## src/rtl/z80_stim_pkg.sv

```systemverilog
`default_nettype none
// ============================================================================
//  Module   : z80_stim_pkg
//  Purpose  : Shared types for the Z80 control-line stimulus generator
//             (channel modes and per-channel FSM states).
//  Revision : 1.0  initial release
// ============================================================================
package z80_stim_pkg;

  localparam int MODE_W = 2;

  // Channel operating mode, selected per start strobe
  typedef enum logic [1:0] {
    OFF      = 2'd0,
    ONESHOT  = 2'd1,
    PERIODIC = 2'd2,
    HOLD_ACK = 2'd3
  } stim_mode_t;

  // Per-channel sequencer state
  typedef enum logic [1:0] {
    IDLE   = 2'd0,
    DELAY  = 2'd1,
    ACTIVE = 2'd2,
    GAP    = 2'd3
  } stim_state_t;

endpackage : z80_stim_pkg
`default_nettype wire

```

## src/rtl/z80_stim_chan.sv

```systemverilog
`default_nettype none
// ============================================================================
//  Module   : z80_stim_chan
//  Purpose  : One active-low stimulus channel: delay, pulse width, period,
//             pulse count and hold-until-acknowledge, with shadowed config.
//  Revision : 1.0  initial release
// ============================================================================
module z80_stim_chan
  import z80_stim_pkg::*;
#(
  parameter int CNT_W = 16
) (
  input  logic             clk,
  input  logic             rst_n,
  input  logic             start,
  input  logic             stop,
  input  logic             ack,
  input  logic [1:0]       mode,
  input  logic [CNT_W-1:0] delay,
  input  logic [CNT_W-1:0] width,
  input  logic [CNT_W-1:0] period,
  input  logic [CNT_W-1:0] count,
  output logic             nout,
  output logic             busy,
  output logic             done
);

  localparam logic [CNT_W-1:0] ONE = {{(CNT_W-1){1'b0}}, 1'b1};
  localparam logic [CNT_W-1:0] MAX = {CNT_W{1'b1}};

  stim_state_t      state, state_n;
  stim_mode_t       mode_in;
  stim_mode_t       sh_mode, sh_mode_n;
  logic [CNT_W-1:0] sh_wload, sh_wload_n;   // width-1 (width 0 behaves as 1)
  logic [CNT_W-1:0] sh_pload, sh_pload_n;   // effective period-1
  logic [CNT_W-1:0] sh_count, sh_count_n;
  logic [CNT_W-1:0] tcnt, tcnt_n;           // delay count in DELAY, width count in ACTIVE
  logic [CNT_W-1:0] pcnt, pcnt_n;           // cycles until next assertion begins
  logic [CNT_W-1:0] pulses, pulses_n;       // saturating assertion counter
  logic             nout_r, nout_n;
  logic             done_r, done_n;
  logic             launch;

  logic [CNT_W-1:0] w_eff;
  logic [CNT_W-1:0] wload;
  logic [CNT_W-1:0] pload;

  assign mode_in = stim_mode_t'(mode);
  assign w_eff   = (width == '0) ? ONE : width;
  assign wload   = w_eff - ONE;
  // A period no longer than the pulse is stretched to width+1 so one high cycle remains
  assign pload   = (period <= w_eff) ? w_eff : (period - ONE);

  // State, counters, shadow config and registered outputs
  always_ff @(posedge clk or negedge rst_n) begin
    if (!rst_n) begin
      state    <= IDLE;
      sh_mode  <= OFF;
      sh_wload <= '0;
      sh_pload <= '0;
      sh_count <= '0;
      tcnt     <= '0;
      pcnt     <= '0;
      pulses   <= '0;
      nout_r   <= 1'b1;
      done_r   <= 1'b0;
    end else begin
      state    <= state_n;
      sh_mode  <= sh_mode_n;
      sh_wload <= sh_wload_n;
      sh_pload <= sh_pload_n;
      sh_count <= sh_count_n;
      tcnt     <= tcnt_n;
      pcnt     <= pcnt_n;
      pulses   <= pulses_n;
      nout_r   <= nout_n;
      done_r   <= done_n;
    end
  end

  // Next-state and next-output decode; stop overrides every other event
  always_comb begin
    state_n    = state;
    sh_mode_n  = sh_mode;
    sh_wload_n = sh_wload;
    sh_pload_n = sh_pload;
    sh_count_n = sh_count;
    tcnt_n     = tcnt;
    pcnt_n     = pcnt;
    pulses_n   = pulses;
    nout_n     = nout_r;
    done_n     = 1'b0;
    launch     = 1'b0;

    if (stop) begin
      state_n = IDLE;
      nout_n  = 1'b1;
    end else begin
      case (state)
        IDLE: begin
          if (start && (mode_in != OFF)) begin
            state_n    = DELAY;
            tcnt_n     = delay;
            pcnt_n     = '0;
            pulses_n   = '0;
            sh_mode_n  = mode_in;
            sh_wload_n = wload;
            sh_pload_n = pload;
            sh_count_n = count;
          end
        end
        DELAY: begin
          if (tcnt == '0) launch = 1'b1;
          else            tcnt_n = tcnt - ONE;
        end
        ACTIVE: begin
          if (pcnt != '0) pcnt_n = pcnt - ONE;
          if (sh_mode == HOLD_ACK) begin
            if (ack) begin
              state_n = IDLE;
              nout_n  = 1'b1;
              done_n  = 1'b1;
            end
          end else if (tcnt == '0) begin
            nout_n = 1'b1;
            if ((sh_mode == PERIODIC) && !((sh_count != '0) && (pulses >= sh_count))) begin
              state_n = GAP;
            end else begin
              state_n = IDLE;
              done_n  = 1'b1;
            end
          end else begin
            tcnt_n = tcnt - ONE;
          end
        end
        GAP: begin
          if (pcnt == '0) launch = 1'b1;
          else            pcnt_n = pcnt - ONE;
        end
        default: state_n = IDLE;
      endcase

      if (launch) begin
        state_n  = ACTIVE;
        tcnt_n   = sh_wload;
        pcnt_n   = sh_pload;
        pulses_n = (pulses == MAX) ? pulses : (pulses + ONE);
        nout_n   = 1'b0;
      end
    end
  end

  assign nout = nout_r;
  assign done = done_r;
  assign busy = (state != IDLE);

endmodule : z80_stim_chan
`default_nettype wire

```

## src/rtl/z80_ctl_stim.sv

```systemverilog
`default_nettype none
// ============================================================================
//  Module   : z80_ctl_stim
//  Purpose  : NUM_CH independent active-low Z80 control-line stimulus
//             channels sharing one nM1/nIORQ interrupt acknowledge term.
//  Revision : 1.0  initial release
// ============================================================================
module z80_ctl_stim
  import z80_stim_pkg::*;
#(
  parameter int NUM_CH = 4,
  parameter int CNT_W  = 16
) (
  input  logic                    CLK,
  input  logic                    nRESET,
  input  logic [NUM_CH-1:0]       start,
  input  logic [NUM_CH-1:0]       stop,
  input  logic [NUM_CH*2-1:0]     cfg_mode,
  input  logic [NUM_CH*CNT_W-1:0] cfg_delay,
  input  logic [NUM_CH*CNT_W-1:0] cfg_width,
  input  logic [NUM_CH*CNT_W-1:0] cfg_period,
  input  logic [NUM_CH*CNT_W-1:0] cfg_count,
  input  logic                    nM1,
  input  logic                    nIORQ,
  output logic [NUM_CH-1:0]       nOUT,
  output logic [NUM_CH-1:0]       busy,
  output logic [NUM_CH-1:0]       done
);

  // Interrupt acknowledge cycle; only consumed by channels in HOLD_ACK ACTIVE
  logic ack;
  assign ack = ~nM1 & ~nIORQ;

  for (genvar i = 0; i < NUM_CH; i++) begin : g_ch
    z80_stim_chan #(
      .CNT_W (CNT_W)
    ) u_chan (
      .clk    (CLK),
      .rst_n  (nRESET),
      .start  (start[i]),
      .stop   (stop[i]),
      .ack    (ack),
      .mode   (cfg_mode[MODE_W*i +: MODE_W]),
      .delay  (cfg_delay[CNT_W*i +: CNT_W]),
      .width  (cfg_width[CNT_W*i +: CNT_W]),
      .period (cfg_period[CNT_W*i +: CNT_W]),
      .count  (cfg_count[CNT_W*i +: CNT_W]),
      .nout   (nOUT[i]),
      .busy   (busy[i]),
      .done   (done[i])
    );
  end

endmodule : z80_ctl_stim
`default_nettype wire

```

## config.mk

```make
export PLATFORM = sky130hd
export DESIGN_NAME = z80_ctl_stim
export DESIGN_NICKNAME = d
export VERILOG_FILES = /design/src/rtl/z80_stim_pkg.sv /design/src/rtl/z80_stim_chan.sv /design/src/rtl/z80_ctl_stim.sv
export SDC_FILE = /design/constraint.sdc
export NUM_CORES = 1
export LEC_CHECK = 0
export ABC_AREA = 0
export CORE_ASPECT_RATIO = 1.5
export CORE_UTILIZATION = 40
export DETAILED_ROUTE_END_ITERATION = 8
export SKIP_CTS_REPAIR_TIMING = 1
export SLEW_MARGIN = 20
export SYNTH_ARGS = -nofsm -noshare
export SYNTH_HDL_FRONTEND = slang
export SYNTH_SLANG_ARGS = --single-unit
export TNS_END_PERCENT = 50
```

## constraint.sdc

```tcl
create_clock -name CLK -period 4.89 [get_ports CLK]
set_clock_uncertainty 0.05 [all_clocks]
set_input_delay 0.7335 -clock CLK [delete_from_list [all_inputs] [get_ports CLK]]
set_output_delay 0.7335 -clock CLK [all_outputs]
set_load 0.01 [all_outputs]
```

==> impl_metrics.py <==
metrics = {
    "setup_path": {
        "cp.arrival_ns": 4.16,
        "crit_path_end_kind": "register",
        "setup.worst_path.start_class": "primary input",
        "r2r_cells": 9,
        "crit_type": "primary input to register",
        "cp.required_ns": 5.25,
        "cp_max_fo": 14,
    },
    "routing": {
        "viasPerCell": 5.67,
        "wire_per_inst_um": 18.5,
        "drtPass1Iterations": 5,
        "drt-total-wl_um": 82300,
        "vias": 25181,
        "drtIter0Drc": 1385,
        "route.detailed.drc": 0,
        "ant_nets": 0,
    },
    "sta": {
        "tightest_slew_ns": 1.04,
        "min_period_ns": 3.79,
        "finalSetupTns_ns": 0,
        "clock.fmax_mhz": 264,
        "period_share_pct": 77.6,
        "rsz0062_at_grt": "no",
        "finalHoldViolCount": 0,
        "drv_slew": 0,
        "slew_headroom_pct": 30.0,
        "setup_viol": 0,
    },
    "clock_tree": {
        "cts-buffers-inserted": 47,
        "cts-root-buf": "clkbuf_16",
        "cts_tree": "done",
        "clk_pin_slew_worst_paths_ns": 0.06,
        "cts_buffer_depth": 3,
        "ctsHtreeMaxLevel": 2,
        "clock_sinks": 408,
        "worstSkewPairLatency_ns": 0.61,
    },
    "flow_run": {
        "cap_violations": 0,
    },
    "yosys": {
        "synth_edf_count": 0,
        "synth_top_cell_area_share_pct": 37.0,
        "synthArstFlopShare_pct": 100,
        "yosys.cell_count.top_type": "dfrtp_1",
        "ys_types": 83,
        "synth_cells": 3294,
        "synth_seq_area_share_pct": 37.4,
        "ys_seq_elements": 408,
        "postSynthAreaPerCell_sq_um": 8.29,
        "synthTopCellsByCount": "dfrtp_1, nand2_1, o21ai_0",
        "syn-num-nets": 3741,
        "synth.area.top_cells": "dfrtp_1, ha_1, o21ai_0",
        "netlist_area_sq_um": 27300,
        "synth-main-ff-cell": "dfrtp_1",
        "yosysTopAreaCell": "dfrtp_1",
        "ys_warn_count": 0,
    },
    "global_route": {
        "grtUsageTotal_pct": 23.8,
        "antenna_found_initial": 9,
        "grt_pass1_vias": 25040,
        "grt_max_degree": 95,
        "overflow": 0,
        "grt_first_pass_wirelength_um": 134000,
    },
    "place": {
        "dp.final_hpwl_um": 62500,
        "port_buffers": 287,
        "gp_congestion": 0.927,
    },
    "floorplanning": {
        "pin_count": 288,
        "core-area_sq_um": 67800,
        "die_area_sq_um": 69400,
        "die_y_um": 322,
        "rows": 117,
        "die_x_um": 215,
        "start_util_pct": 40.3,
    },
    "final_layout": {
        "finish.utilization_pct": 48.3,
        "layout-drive-gt1-share_pct": 5.52,
        "final_nets": 3959,
        "syn_to_final_growth_pct": 19.9,
    },
    "power": {
        "ir_drop_mv": 0.301,
        "power_density_nw_per_um2": 424,
        "leakage_nw": 13.8,
    },
    "worst_hold_path": {
        "min_path_type": "primary input to async pin",
    },
    "run_status": {
        "status": "completed",
    },
}
-- kinds of logic (layout without fill, tap and decap cells) --
kind of cell    after synthesis  count (layout)  share of synthesized area, %
other cells                   0               1                             0
simple gates               1231            1231                          22.6
buf+inv                     372             627                          5.37
fa+ha+maj                   171             171                          7.83
xor+xnor                    156             156                          5.00
flops                       408             408                          37.4
mux                           8               8                         0.321
compound gates              948             948                          21.5
-- metal layers --
| metal | part of all wire (%) | GRT usage [%] | vias to the layer above |
|---|---|---|---|
| met5 | 0.11 | 0 | - |
| met4 | 3.4 | 8.83 | 16 |
| met3 | 4.2 | 3.48 | 162 |
| met2 | 51 | 42.7 | 591 |
| met1 | 41 | 28.6 | 11949 |
| li1 | - | - | 12463 |
-- path summary, 6_finish.rpt --
kind | startpoint | end | slack [ns]
max | cfg_width[20] | g_ch[1].u_chan.sh_pload[11]$_DFFE_PN0P_ | 1.10
min | nRESET | g_ch[0].u_chan.tcnt[2]$_DFFE_PN0P_ | 0.09
max reg2reg | g_ch[2].u_chan.pcnt[0]$_DFFE_PN0P_ | g_ch[2].u_chan.pulses[3]$_DFFE_PN0P_ | 1.51
min reg2reg | g_ch[1].u_chan.sh_wload[10]$_DFFE_PN0P_ | g_ch[1].u_chan.sh_wload[10]$_DFFE_PN0P_ | 0.43
max in group asynchronous | nRESET | g_ch[3].u_chan.pulses[15]$_DFFE_PN0P_ | 3.66
min in group CLK | g_ch[1].u_chan.sh_wload[10]$_DFFE_PN0P_ | g_ch[1].u_chan.sh_wload[10]$_DFFE_PN0P_ | 0.43
-- registers in the layout, summed over array words and instances (netlist names), 8 cells and up --
| signal | flops |
|---|---|
| g_ch.u_chan.pcnt | 64 |
| g_ch.u_chan.tcnt | 64 |
| g_ch.u_chan.sh_mode | 8 |
| g_ch.u_chan.sh_wload | 64 |
| g_ch.u_chan.pulses | 64 |
| g_ch.u_chan.state | 8 |
| g_ch.u_chan.sh_count | 64 |
| g_ch.u_chan.sh_pload | 64 |
-- worst max-delay path, cell delays in order --
cell and delay (ns):
clkdlybuf4s50_1 0.49, or4_1 0.60, nor4_1 0.39, a31o_2 0.28
ha_1 0.13, nand4_1 0.07, nor4_1 0.32, nor3_1 0.12
o31a_1 0.17, nor2_1 0.61, o311ai_0 0.25
-- cell type report --
cell class	instances	area, sq um
antenna	1	2.50
clock buffer	63	1310
clock inverter	23	241
fill	6772	35000
inverter	197	739
multi-input combinational	2514	15800
sequential	408	10200
tap	892	1120
timing repair buffer	344	3370
-- where the power goes --
group          switching, W  internal, W  total, W
Combinational       0.00279      0.00200   0.00480
Clock               0.00152      0.00209   0.00361
Sequential         0.000972      0.00449   0.00546
-- placed cells by master, fill, tap and decap left out, drive strengths merged, types with 73 or more instances in the layout --
cell type / synthesis / layout
nor2: 242 / 242
inv: 197 / 198
a21oi: 222 / 222
nand4: 84 / 84
dfrtp: 404 / 404
nand2: 351 / 351
nand3: 94 / 94
xnor2: 101 / 101
o21ai: 343 / 343
nor4: 73 / 73
ha: 171 / 171
clkdlybuf4s50: 0 / 286
nor3: 121 / 121
-- per-stage QoR --
stage	setup WS (ns)	std cells	hold WS, ns	power (W)	instance area (sq um)
2_1_floorplan	1.29	3294	0.388	0.00863	27300
3_3_place_gp	0.580	4354	0.412	0.0102	31200
3_5_place_dp	0.493	4354	0.418	0.0103	31200
4_1_cts	1.14	4440	0.128	0.0140	32700
5_1_grt	0.815	4442	0.143	0.0149	32700
6_report	1.10	4442	0.0917	0.0139	32700
Note: power is estimated with default switching activity, not from simulation.
